<file path="config.mk">
export PLATFORM = sky130hd
export DESIGN_NAME = mix_columns_seq
export DESIGN_NICKNAME = d
export VERILOG_FILES = /design/src/rtl/mix_columns_seq.sv
export SDC_FILE = /design/constraint.sdc
export NUM_CORES = 1
export LEC_CHECK = 0
export CAP_MARGIN = 15
export CELL_PAD_IN_SITES_DETAIL_PLACEMENT = 0
export CELL_PAD_IN_SITES_GLOBAL_PLACEMENT = 2
export CORE_MARGIN = 2
export CORE_UTILIZATION = 30
export DETAILED_ROUTE_END_ITERATION = 16
export GPL_ROUTABILITY_DRIVEN = 1
export PLACE_DENSITY = 0.71
export SYNTH_ARGS = -nofsm -noshare
export SYNTH_HDL_FRONTEND = slang
export SYNTH_SLANG_ARGS = --single-unit
</file>
<file path="constraint.sdc">
create_clock -name clk -period 14.6 [get_ports clk]
set_input_delay 3.65 -clock clk [delete_from_list [all_inputs] [get_ports clk]]
set_output_delay 3.65 -clock clk [all_outputs]
set_load 0.02 [all_outputs]
</file>
<file path="src/rtl/mix_columns_seq.sv">
// Sequential AES MixColumns / InvMixColumns engine.
// A captured 128-bit state is transformed COLS_PER_CYCLE columns per clock into a result
// register; the finished block is presented on state_out under a valid/ready handshake.
// Byte k of the state is state[127-8k -: 8], row k%4, column k/4, so column c occupies the
// 32-bit slice with column 0 in the most significant word.

module mix_columns_seq #(
  parameter int unsigned COLS_PER_CYCLE = 1,
  parameter bit          INV_EN         = 1'b1
) (
  input  logic         clk,
  input  logic         rst,
  input  logic         in_valid,
  output logic         in_ready,
  input  logic         inv_mode,
  input  logic [127:0] state_in,
  output logic         out_valid,
  input  logic         out_ready,
  output logic [127:0] state_out
);

  // Only 1, 2 or 4 columns per cycle divide the four columns evenly.
  if ((COLS_PER_CYCLE != 1) && (COLS_PER_CYCLE != 2) && (COLS_PER_CYCLE != 4)) begin : g_bad_cols
    $error("mix_columns_seq: COLS_PER_CYCLE must be 1, 2 or 4");
  end

  // Column index step and the index of the final BUSY step (wraps back to 0 afterwards).
  localparam logic [1:0] ColStep = 2'(COLS_PER_CYCLE);
  localparam logic [1:0] LastIdx = 2'(4 - COLS_PER_CYCLE);

  typedef enum logic [1:0] {
    StIdle,
    StBusy,
    StDone
  } state_e;

  state_e            fsm_q;
  logic [1:0]        col_idx_q;
  logic [3:0][31:0]  src_q;       // captured input, [3] is column 0
  logic              mode_q;      // 1 = inverse transform for the current block
  logic [3:0][31:0]  res_q;       // result columns, written as they are computed
  logic [3:0][31:0]  res_next;
  logic              out_valid_q;
  logic [127:0]      state_out_q;

  // GF(2^8) doubling modulo x^8 + x^4 + x^3 + x + 1.
  function automatic logic [7:0] xtime(input logic [7:0] b);
    return {b[6:0], 1'b0} ^ (b[7] ? 8'h1B : 8'h00);
  endfunction

  // Transform one column (a0 in bits 31:24). The inverse multiples 9, B, D, E are sums of the
  // x2/x4/x8 xtime chain, so no multiplier or table is needed.
  function automatic logic [31:0] mix_column(input logic [31:0] col, input logic inv);
    logic [7:0] a  [4];
    logic [7:0] m2 [4];
    logic [7:0] m3 [4];
    logic [7:0] m4 [4];
    logic [7:0] m8 [4];
    logic [7:0] m9 [4];
    logic [7:0] mb [4];
    logic [7:0] md [4];
    logic [7:0] me [4];
    logic [7:0] r  [4];
    for (int i = 0; i < 4; i++) begin
      a[i]  = col[31-8*i -: 8];
      m2[i] = xtime(a[i]);
      m3[i] = m2[i] ^ a[i];
      m4[i] = xtime(m2[i]);
      m8[i] = xtime(m4[i]);
      m9[i] = m8[i] ^ a[i];
      mb[i] = m8[i] ^ m2[i] ^ a[i];
      md[i] = m8[i] ^ m4[i] ^ a[i];
      me[i] = m8[i] ^ m4[i] ^ m2[i];
    end
    if (inv) begin
      r[0] = me[0] ^ mb[1] ^ md[2] ^ m9[3];
      r[1] = m9[0] ^ me[1] ^ mb[2] ^ md[3];
      r[2] = md[0] ^ m9[1] ^ me[2] ^ mb[3];
      r[3] = mb[0] ^ md[1] ^ m9[2] ^ me[3];
    end else begin
      r[0] = m2[0] ^ m3[1] ^ a[2]  ^ a[3];
      r[1] = a[0]  ^ m2[1] ^ m3[2] ^ a[3];
      r[2] = a[0]  ^ a[1]  ^ m2[2] ^ m3[3];
      r[3] = m3[0] ^ a[1]  ^ a[2]  ^ m2[3];
    end
    return {r[0], r[1], r[2], r[3]};
  endfunction

  // Transform the columns addressed by col_idx this cycle; other result columns hold.
  always_comb begin
    logic [1:0] cidx;
    res_next = res_q;
    for (int j = 0; j < int'(COLS_PER_CYCLE); j++) begin
      cidx = col_idx_q + 2'(j);
      // INV_EN folds to 0 when inverse support is removed, pruning the inverse path.
      res_next[2'd3 - cidx] = mix_column(src_q[2'd3 - cidx], INV_EN && mode_q);
    end
  end

  // Ready when idle, or when the finished block is being taken this cycle.
  always_comb begin
    in_ready = (fsm_q == StIdle) || ((fsm_q == StDone) && out_ready);
  end

  assign out_valid = out_valid_q;
  assign state_out = state_out_q;

  // Control FSM with registered handshake and data outputs.
  always_ff @(posedge clk or posedge rst) begin
    if (rst) begin
      fsm_q       <= StIdle;
      col_idx_q   <= 2'd0;
      src_q       <= '0;
      mode_q      <= 1'b0;
      res_q       <= '0;
      out_valid_q <= 1'b0;
      state_out_q <= '0;
    end else begin
      unique case (fsm_q)
        StIdle: begin
          if (in_valid) begin
            src_q     <= state_in;
            mode_q    <= INV_EN && inv_mode;
            col_idx_q <= 2'd0;
            fsm_q     <= StBusy;
          end
        end
        StBusy: begin
          res_q <= res_next;
          if (col_idx_q == LastIdx) begin
            col_idx_q   <= 2'd0;
            out_valid_q <= 1'b1;
            state_out_q <= res_next;
            fsm_q       <= StDone;
          end else begin
            col_idx_q <= col_idx_q + ColStep;
          end
        end
        StDone: begin
          if (out_ready) begin
            out_valid_q <= 1'b0;
            if (in_valid) begin
              // Back-to-back: the next block enters BUSY without an idle bubble.
              src_q     <= state_in;
              mode_q    <= INV_EN && inv_mode;
              col_idx_q <= 2'd0;
              fsm_q     <= StBusy;
            end else begin
              fsm_q <= StIdle;
            end
          end
        end
        default: begin
          fsm_q       <= StIdle;
          col_idx_q   <= 2'd0;
          out_valid_q <= 1'b0;
        end
      endcase
    end
  end

endmodule

</file>
# Yosys cells after proc, flatten, opt, wreduce, memory -nomap -nowiden
# Cells that the tools add are included.
# word_totals
register_bits	390
word_cells	133
inputBits	133
output_inout_bits	130
# classes
order_cmp	2
muxes	36
n_eq_ne	6
n_addsub	2
reduce_logical	9
bitwise_logic	65
# ops
operator	count
$xor A8 B8 Y8	52
$mux W128	2
$pmux W128 S2	1
$bwmux W128	1
$mux W32	3
$xor A8 B5 Y8	12
$bmux W32 S2	1
$demux W32 S2	1
$mux W5	12
$mux W2	6
$pmux W2 S3	2
$ne A2 B2 Y1 const B	3
$reduce_and A3 Y1	2
$mux W1	5
$eq A2 B2 Y1 const B	2
$reduce_and A2 Y1	2
$lt A2 B3 Y1 const B	1
$pmux W1 S3	1
$add A2 B1 Y2 const B	1
$eq A2 B1 Y1 const B	1
$ge A2 B1 Y1 const B	1
$logic_and A1 B1 Y1	2
$logic_not A2 Y1	1
$pmux W1 S2	1
other kinds (4)	4

# Depth between registers and ports, before layout
# Gate-level depths: netlist (run 1).
# depth
ltp_word	16
ltp_mapped	13
mapped_depth_nobuf	8

# Worst setup path before layout (run 1)
# Ideal clock, no wire load.
# synth_path
path_kind	in2out
startpoint	in out_ready
endpoint	out in_ready
stages	2
required_ns	10.950
path_slack_ns	6.851
arrival_time_ns	4.099
path_buffers	0
path_cell_list	nand2b_1 -> nor2b_1
# synth_between
elab_chain_cells	2
# synth_rtl
element	line	text
start, declared	18	input logic out_ready,
$logic_and A1 B1 Y1	102	in_ready = (fsm_q == StIdle) || ((fsm_q == StDone) && out_ready);
$logic_or A1 B1 Y1	102	
end, declared	14	output logic in_ready,
# Every way passes these cells.

# Worst setup path in the final report (run 1)
# Ends and elaborated chain as after synthesis.

==> qor.yml, run 1 <==
post_cts_buffers: 0
via_count: 11500
drv_cap: 0
fin_crit_sh_pct: 59.6
dieArea_mm2: 0.0592
htreeDepth: 2
yosys_warnings: 0
core.rowCount: 87
area_growth_pct: 28.2
ys_seq_area_share_pct: 52.1
cts_resized: 0
wl_per_cell_um: 19.8
syn-cell-area_mm2: 0.0172
cts_hold_buf: 0
finalSetupTns_ns: 0
synth.area.mux_share_pct: 13.0
cts_num_sinks: 358
grt_max_degree: 100
ys_types: 34
crit_fanout: 2
fmax_mhz: 115
clk_pin_slew_ns: 0.06
place_hpwl_um: 33600
synth_ff_type: "dfrtp_1"
finalHoldViolations: 0
worst_pin_slew_ns: 1.14
nNetsFinal: 1801
grt_antenna_before_repair: 2
start_kind: "primary input"
diodes: 0
synthAdderAreaFrac_pct: 0.291
clk-insertion-delay-late_ns: 0.56
worstSetupEndpointType: "primary output"
synth_compound_area_share_pct: 12.4
grt_pass1_vias: 11700
yosys-top-cells-count: "dfrtp_1, nand2_1, xnor2_1"
initial_utilization_pct: 30.4
fill_cells: 5509
outcome: "finished, final reports clean"
hold_path_class: "reg -> reg"
finalSetupViolCount: 0
synthTopCellsByArea: "dfrtp_1, mux2_2, xnor2_1"
drive_above_1_share_pct: 17.1
yosysTopAreaCell: "dfrtp_1"
cp.arrival_ns: 5.05
clockBufferDepth: 3
synth_top_area_share_pct: 52.1
synth-edff-count: 0
wl_met1_um: 23200
async_flop_share_pct: 100
synth_xor_area_share_pct: 13.3
rsz0062_at_grt: "no"
core-area_mm2: 0.0565
yosysMostFrequentCell: "dfrtp_1"
grt_pass1_wl_um: 74000
die_h_um: 243
stdcell_count: 2454
drc: 0
wl_met3_um: 2370
root_buffer: "clkbuf_16"
grt_use_total_pct: 16.3
syn_inst: 1450
period_minus_slack_ns: 8.70
cts_tree: "built"
worst_clock_skew_ns: 0.0179
ys_seq_elements: 358
slew_headroom_pct: 23.5
overflow: 0
portBuffers: 262
drv_slew: 0
synth_top_family_by_area: "XOR/XNOR gates"
die_w_um: 243
synth.net_count: 1587
postRouteAntennaNets: 0
cp.required_ns: 10.95
drt-vias-per-instance: 4.68
synth-simple-area-share_pct: 5.97
syn_area_per_cell_um2: 11.9
drtIter0Drc: 618
wl_met2_um: 22100
num_io_pins: 263
gp_congestion: 0.819
drtPass1Iterations: 5
wl_um: 48600
cts_buffers: 42
top_layer: "met5"
placed_cells: 2373
worstSetupPathType: "in -> out"
==> placed cells by master, fill, tap and decap left out, types with 3 or more instances in the layout <==
master           synthesis  layout
nor3b_1                 21      21
buf_4                    2      18
o21ai_0                103     103
clkbuf_1                84       6
bufinv_16                0       8
a211oi_1                51      51
clkbuf_8                 0      12
mux2_2                 129     129
mux2i_1                  4       4
xnor3_1                 19      19
mux4_2                  32      32
clkdlybuf4s50_1          0     262
a21o_1                  73      73
dfrtp_1                358     356
clkbuf_16                0      42
nand2_2                  0       3
xor2_1                  30      30
a21oi_1                 55      55
xnor2_2                 14      15
nor2_1                  73      73
inv_1                    5       4
and2_1                   5       3
nand2_1                145     141
xor2_2                   6       6
xnor2_1                137     136
inv_6                    0       3
a21oi_2                  3       3
clkinv_2                 0       5
o21a_1                  21      21
ha_2                     0       3
o21ai_1                 42      42
==> area by class of cell <==
type	count	area, µm²	share of cell area [%]
multi-input combinational	976	7760	35.2
clock buffer	60	1240	5.62
timing repair buffer	281	2780	12.6
clock inverter	18	315	1.43
sequential	358	8960	40.7
inverter	5	26.3	0.119
tap	756	946	4.29
==> per-layer routing <==
layer | vias up | GRT usage, %
met3 | 60 | 3.46
met5 | - | 0
met4 | 4 | 3.86
met2 | 253 | 25.3
met1 | 5701 | 23.2
li1 | 5456 | -
==> state kept, by name, indices dropped and copies added (netlist names) <==
name,count
out_valid,1
res_q,96
mode_q,1
fsm_q,2
state_out,128
src_q,128
col_idx_q,2
==> metrics by stage <==
stage               worst slack [ns]  util (%)  hold WS, ns  cell area [µm²]
finish                          5.90      39.0        0.474            22000
global route                    5.81      39.0        0.491            22000
CTS                             5.89      38.9        0.479            22000
detailed placement              5.91      36.2        0.465            20400
global placement                5.87      36.2        0.457            20400
floorplan                       1.02         -        0.442            17200
==> worst paths after layout <==
check	start	end	slack [ns]	depth (start not counted)
worst max-delay path	out_ready	in_ready	5.90	4
worst min-delay path	state_out[119]$_DFFE_PP0P_	state_out[119]$_DFFE_PP0P_	0.47	1
worst max register to register	col_idx_q[1]$_DFFE_PP0P_	state_out[12]$_DFFE_PP0P_	10.02	9
worst min register to register	state_out[119]$_DFFE_PP0P_	state_out[119]$_DFFE_PP0P_	0.47	1
max in group asynchronous	rst	state_out[8]$_DFFE_PP0P_	8.87	4
min in group asynchronous	rst	src_q[75]$_DFFE_PP0P_	3.59	2
==> kinds of logic (layout without fill, tap and decap cells) <==
logic type	after synthesis	count (layout)
adder cells (fa/ha/maj)	4	4
multiplexers	166	166
AND/OR/NAND/NOR	247	247
XOR/XNOR	209	209
AO/OA/AOI/OAI	350	350
buffers and inverters	116	364
flip-flops	358	358
==> worst max-delay path, cell delays in order <==
cell	delay (ns)
clkdlybuf4s50_1	0.47
nand2b_1	0.12
nor2b_1	0.18
clkdlybuf4s50_1	0.63
Power of run 1 is not shown: default switching activity piles up to over one toggle a cycle in this logic, so the estimate is an artifact.
==> inputs of run 2 (changes only) <==
--- a/config.mk
+++ b/config.mk
@@ -12,7 +12,7 @@
 export CORE_UTILIZATION = 30
 export DETAILED_ROUTE_END_ITERATION = 16
 export GPL_ROUTABILITY_DRIVEN = 1
-export PLACE_DENSITY = 0.71
+export PLACE_DENSITY = 0.74
 export SYNTH_ARGS = -nofsm -noshare
 export SYNTH_HDL_FRONTEND = slang
 export SYNTH_SLANG_ARGS = --single-unit
==> constraint.sdc (replaced) <==
create_clock -name clk -period 7.8 [get_ports clk]
set_input_delay 1.95 -clock clk [delete_from_list [all_inputs] [get_ports clk]]
set_output_delay 1.95 -clock clk [all_outputs]
set_load 0.02 [all_outputs]
==> run 2 against run 1 <==
  * Register-to-register slack lost 6.9 ns
  * First-iteration DRC count shrank 8.4%
  * Cell area is 0.31% lower
  * Die area unchanged
  * Count of clock-buffer cells in the layout rose by 3
  * Final cell count unchanged
  * Via count down 0.11%
  * Routed wire length decreased by 2.3%
  * Sequential cell count stayed put
  * Critical path depth stayed put
  * Non-clock buffer count is 5 higher
  * Clock skew increased by 0.0038 ns
==> qor.yml, run 2 (same netlist as run 1, synthesis figures left out) <==
post_cts_buffers: 0
r2r-end: "state_out[49]$_DFFE_PP0P_"
fill_cells: 5447
pre_cts_ws_ns: 2.50
grt_busiest_layer: "met2"
crit_buf_inv: 2
cts_hold_buf: 0
drv_cap: 0
cp.required_ns: 5.85
setup_ws_ns: 2.49
post-route-util_pct: 38.9
critPathMostFrequentCell: "clkdlybuf4s50_1"
drv_slew: 0
clk_pin_slew_ns: 0.05
overflow: 0
r2r_cells: 9
use_met2_pct: 25.3
slowest_delay_ns: 0.63
fmax_mhz: 188
cts_num_sinks: 358
hold_path_class: "reg -> reg"
dieArea_mm2: 0.0592
clk-insertion-delay-late_ns: 0.57
drtPass1Iterations: 4
period_minus_slack_ns: 5.31
grt_antenna_before_repair: 1
slew_headroom_pct: 25.4
worstSetupPathType: "in -> out"
grt_use_total_pct: 16.0
wl_um: 47500
finalSetupViolCount: 0
cts_resized: 0
grt_pass1_vias: 11500
postRouteAntennaNets: 0
die_w_um: 243
cp.arrival_ns: 3.36
finalSetupTns_ns: 0
worst_pin_slew_ns: 1.11
outcome: "finished, final reports clean"
initial_utilization_pct: 30.4
fin_crit_sh_pct: 68.0
place_hpwl_um: 33100
rsz0062_at_grt: "no"
drt-vias-per-instance: 4.67
core-area_mm2: 0.0565
cp-startpoint: "out_ready"
cp_top_family: "buffers and inverters"
nNetsFinal: 1806
worstSetupEndpointType: "primary output"
start_kind: "primary input"
crit_cells: 4
mostFrequentLayoutCells: "dfrtp_1, clkdlybuf4s50_1, nand2_1"
drive_above_1_share_pct: 16.9
wl_per_cell_um: 19.4
via_count: 11500
die_h_um: 243
num_io_pins: 263
crit_path_cell_trace: "clkdlybuf4s50_1 -> nand2b_1 -> nor2b_1 -> clkdlybuf4s50_1"
endpoint: "in_ready"
diodes: 0
area_growth_pct: 27.8
cts_buffers: 42
met3_usage_pct: 3.19
ff2ff_setup_slack_ns: 3.13
drc: 0
hold_slack_ns: 0.472
worst_clock_skew_ns: 0.0217
grt_pass1_wl_um: 72600
drtIter0Drc: 566
cts_tree: "built"
finalHoldViolations: 0
final_common_cell: "dfrtp_1"
grt_max_degree: 167
crit_fanout: 2
rr_startpoint: "col_idx_q[1]$_DFFE_PP0P_"
core.rowCount: 87
slowest_stage: "clkdlybuf4s50_1"
met1_usage_pct: 22.6
gp_congestion: 0.817
portBuffers: 262
root_buffer: "clkbuf_16"
clockBufferDepth: 3
htreeDepth: 2
==> run 2: area by class of cell <==
class	count	area (µm²)	share of cell area (%)
timing repair buffer	286	2870	13.0
clock inverter	10	149	0.678
inverter	5	22.5	0.103
multi-input combinational	976	7750	35.3
clock buffer	63	1260	5.74
tap	756	946	4.31
sequential	358	8960	40.8
==> run 2: how the worst min path moves through the flow <==
stage                                   start  cells past startpoint  slack, ns                   endpoint
finish              state_out[74]$_DFFE_PP0P_                      1       0.47  state_out[74]$_DFFE_PP0P_
global route            res_q[32]$_DFFE_PP0P_                      2       0.50      res_q[32]$_DFFE_PP0P_
CTS                    res_q[116]$_DFFE_PP0P_                      2       0.48     res_q[116]$_DFFE_PP0P_
global placement       res_q[100]$_DFFE_PP0P_                      2       0.45     res_q[100]$_DFFE_PP0P_
floorplan              res_q[100]$_DFFE_PP0P_                      2       0.44     res_q[100]$_DFFE_PP0P_
detailed placement     res_q[116]$_DFFE_PP0P_                      2       0.46     res_q[116]$_DFFE_PP0P_
==> run 2: worst register-to-register path, cell delays in order, from the launching register on <==
cell,delay [ns]
dfrtp_2,0.80
buf_4,0.46
mux4_2,0.73
xnor2_1,0.56
xnor3_1,0.49
xnor2_1,0.18
mux2i_1,0.10
xnor2_1,0.86
a21oi_1,0.17
a21o_1,0.19
==> run 2: routing by layer <==
| metal | vias to the layer above | wire [µm] |
|---|---|---|
| met4 | 2 | 731 |
| li1 | 5461 | - |
| met2 | 228 | 21800 |
| met5 | - | 11 |
| met3 | 55 | 2290 |
| met1 | 5715 | 22700 |
==> run 2: per-stage QoR <==
stage / cell area [µm²] / cells
final: 22000 / 2454
after global routing: 22000 / 2454
after detailed placement: 20500 / 2379
after CTS: 21900 / 2452
after floorplan: 17200 / 1450
after global placement: 20500 / 2379
Power of run 2 is left out for the same reason.
==> inputs of run 3 (changes only) <==
--- a/config.mk
+++ b/config.mk
@@ -12,7 +12,7 @@
 export CORE_UTILIZATION = 30
 export DETAILED_ROUTE_END_ITERATION = 16
 export GPL_ROUTABILITY_DRIVEN = 1
-export PLACE_DENSITY = 0.74
+export PLACE_DENSITY = 0.71
 export SYNTH_ARGS = -nofsm -noshare
 export SYNTH_HDL_FRONTEND = slang
 export SYNTH_SLANG_ARGS = --single-unit
==> constraint.sdc (replaced) <==
create_clock -name clk -period 5.1 [get_ports clk]
set_input_delay 1.275 -clock clk [delete_from_list [all_inputs] [get_ports clk]]
set_output_delay 1.275 -clock clk [all_outputs]
set_load 0.02 [all_outputs]
==> run 3 against run 2 <==
  * Core utilization increased by 0.76 points
  * Register-to-register slack got worse by 2.1 ns
  * Sequential cell count unchanged
  * Final cell count increased by 1.1%
  * Critical path depth increased by 4
  * Clock skew decreased by 0.0066 ns
  * Via count increased by 0.72%
  * Setup slack got worse by 1.5 ns
  * Worst hold slack improved by 0.0015 ns
  * Critical path type is now reg -> reg
  * Largest cell class unchanged
  * Highest routed layer unchanged
==> qor.yml, run 3 (same netlist as run 1, synthesis figures left out) <==
drc: 0
drv_slew: 0
area_growth_pct: 30.3
via_count: 11500
cts_buffers: 44
clockBufferDepth: 3
nNetsFinal: 1829
cts_resized: 0
fmax_mhz: 244
wl_um: 50300
post-route-cell-area_mm2: 0.0224
dieArea_mm2: 0.0592
portBuffers: 262
grt_antenna_before_repair: 3
overflow: 0
clk-insertion-delay-late_ns: 0.57
worstSetupPathType: "reg -> reg"
drtIter0Drc: 752
die_h_um: 243
outcome: "finished, final reports clean"
core-area_mm2: 0.0565
die_w_um: 243
worst_clock_skew_ns: 0.0151
pre_cts_ws_ns: 0.912
wl_met1_um: 23200
final_common_cell: "dfrtp_1"
clk_pin_slew_ns: 0.05
period_minus_slack_ns: 4.10
drt-vias-per-instance: 4.65
wl_met3_um: 2710
root_buffer: "clkbuf_16"
drv_cap: 0
grt_max_degree: 124
worstSetupEndpointType: "flop"
core.rowCount: 87
stdcell_count: 2480
num_io_pins: 263
slowest_stage: "dfrtp_2"
setup_ws_ns: 0.996
cp.required_ns: 5.52
postRouteAntennaNets: 0
grt_pass1_wl_um: 77000
drtPass1Iterations: 6
crit_fanout: 23
crit_buf_inv: 0
post_cts_buffers: 0
top_layer: "met5"
fin_crit_sh_pct: 80.5
wl_met2_um: 23600
htreeDepth: 2
cp_top_family: "XOR/XNOR gates"
rsz0062_at_grt: "no"
critPathMostFrequentCell: "xnor3_1"
start_kind: "flop"
mostFrequentLayoutCells: "dfrtp_1, clkdlybuf4s50_1, nand2_1"
worst_pin_slew_ns: 0.925
cp.arrival_ns: 4.52
cts_hold_buf: 0
drive_above_1_share_pct: 18.4
place_hpwl_um: 36100
grt_use_total_pct: 17.0
placed_cells: 2402
hold_path_class: "reg -> reg"
slowest_delay_ns: 0.84
wl_per_cell_um: 20.3
finalSetupViolCount: 0
gp_congestion: 0.845
finalHoldViolations: 0
grt_pass1_vias: 12000
initial_utilization_pct: 30.4
dpl_cell_area_mm2: 0.0207
cts_tree: "built"
crit_path_cell_trace: "mux4_2 -> xnor3_2 -> xnor3_1 -> xnor2_2 -> xnor3_1 -> mux2i_2 -> xor2_2 -> a21oi_1"
cts_num_sinks: 358
slew_headroom_pct: 37.9
[run 3: changes by cell type in the layout (fill, tap and decap cells not counted), moves of 4 or more]
cell       previous run  this run
bufinv_16             3        12
buf_4                19        38
clkbuf_8             11         6
clkbuf_1              9         5
[run 3: path summary, 6_finish.rpt]
path / start / end / slack [ns] / cells past startpoint
worst min register to register: state_out[50]$_DFFE_PP0P_ / state_out[50]$_DFFE_PP0P_ / 0.47 / 1
max in group asynchronous: rst / state_out[0]$_DFFE_PP0P_ / 2.83 / 3
worst max register to register: col_idx_q[1]$_DFFE_PP0P_ / state_out[12]$_DFFE_PP0P_ / 1.0 / 8
worst min-delay path: state_out[50]$_DFFE_PP0P_ / state_out[50]$_DFFE_PP0P_ / 0.47 / 1
worst max-delay path: col_idx_q[1]$_DFFE_PP0P_ / state_out[12]$_DFFE_PP0P_ / 1.0 / 8
min in group asynchronous: rst / fsm_q[0]$_DFFE_PP0P_ / 1.15 / 2
[run 3: layout make-up]
class	instances	area (µm²)
antenna	1	2.50
clock buffer	55	1200
clock inverter	22	448
sequential	358	8960
tap	756	946
timing repair buffer	307	3050
multi-input combinational	976	7760
fill	5427	34100
inverter	5	22.5
[run 3: routing by layer]
metal	GRT usage, %	vias up
met2	27.2	232
li1	-	5508
met1	23.7	5745
met5	0	-
met3	3.77	57
met4	3.12	2
[run 3: metrics by stage]
stage	hold slack, ns	TNS (ns)	utilization (%)
2_1_floorplan	0.442	-348.44	-
3_3_place_gp	0.456	0	36.7
3_5_place_dp	0.463	0	36.7
4_1_cts	0.477	0	39.6
5_1_grt	0.489	0	39.6
6_report	0.473	0	39.6
Power of run 3 is left out for the same reason.
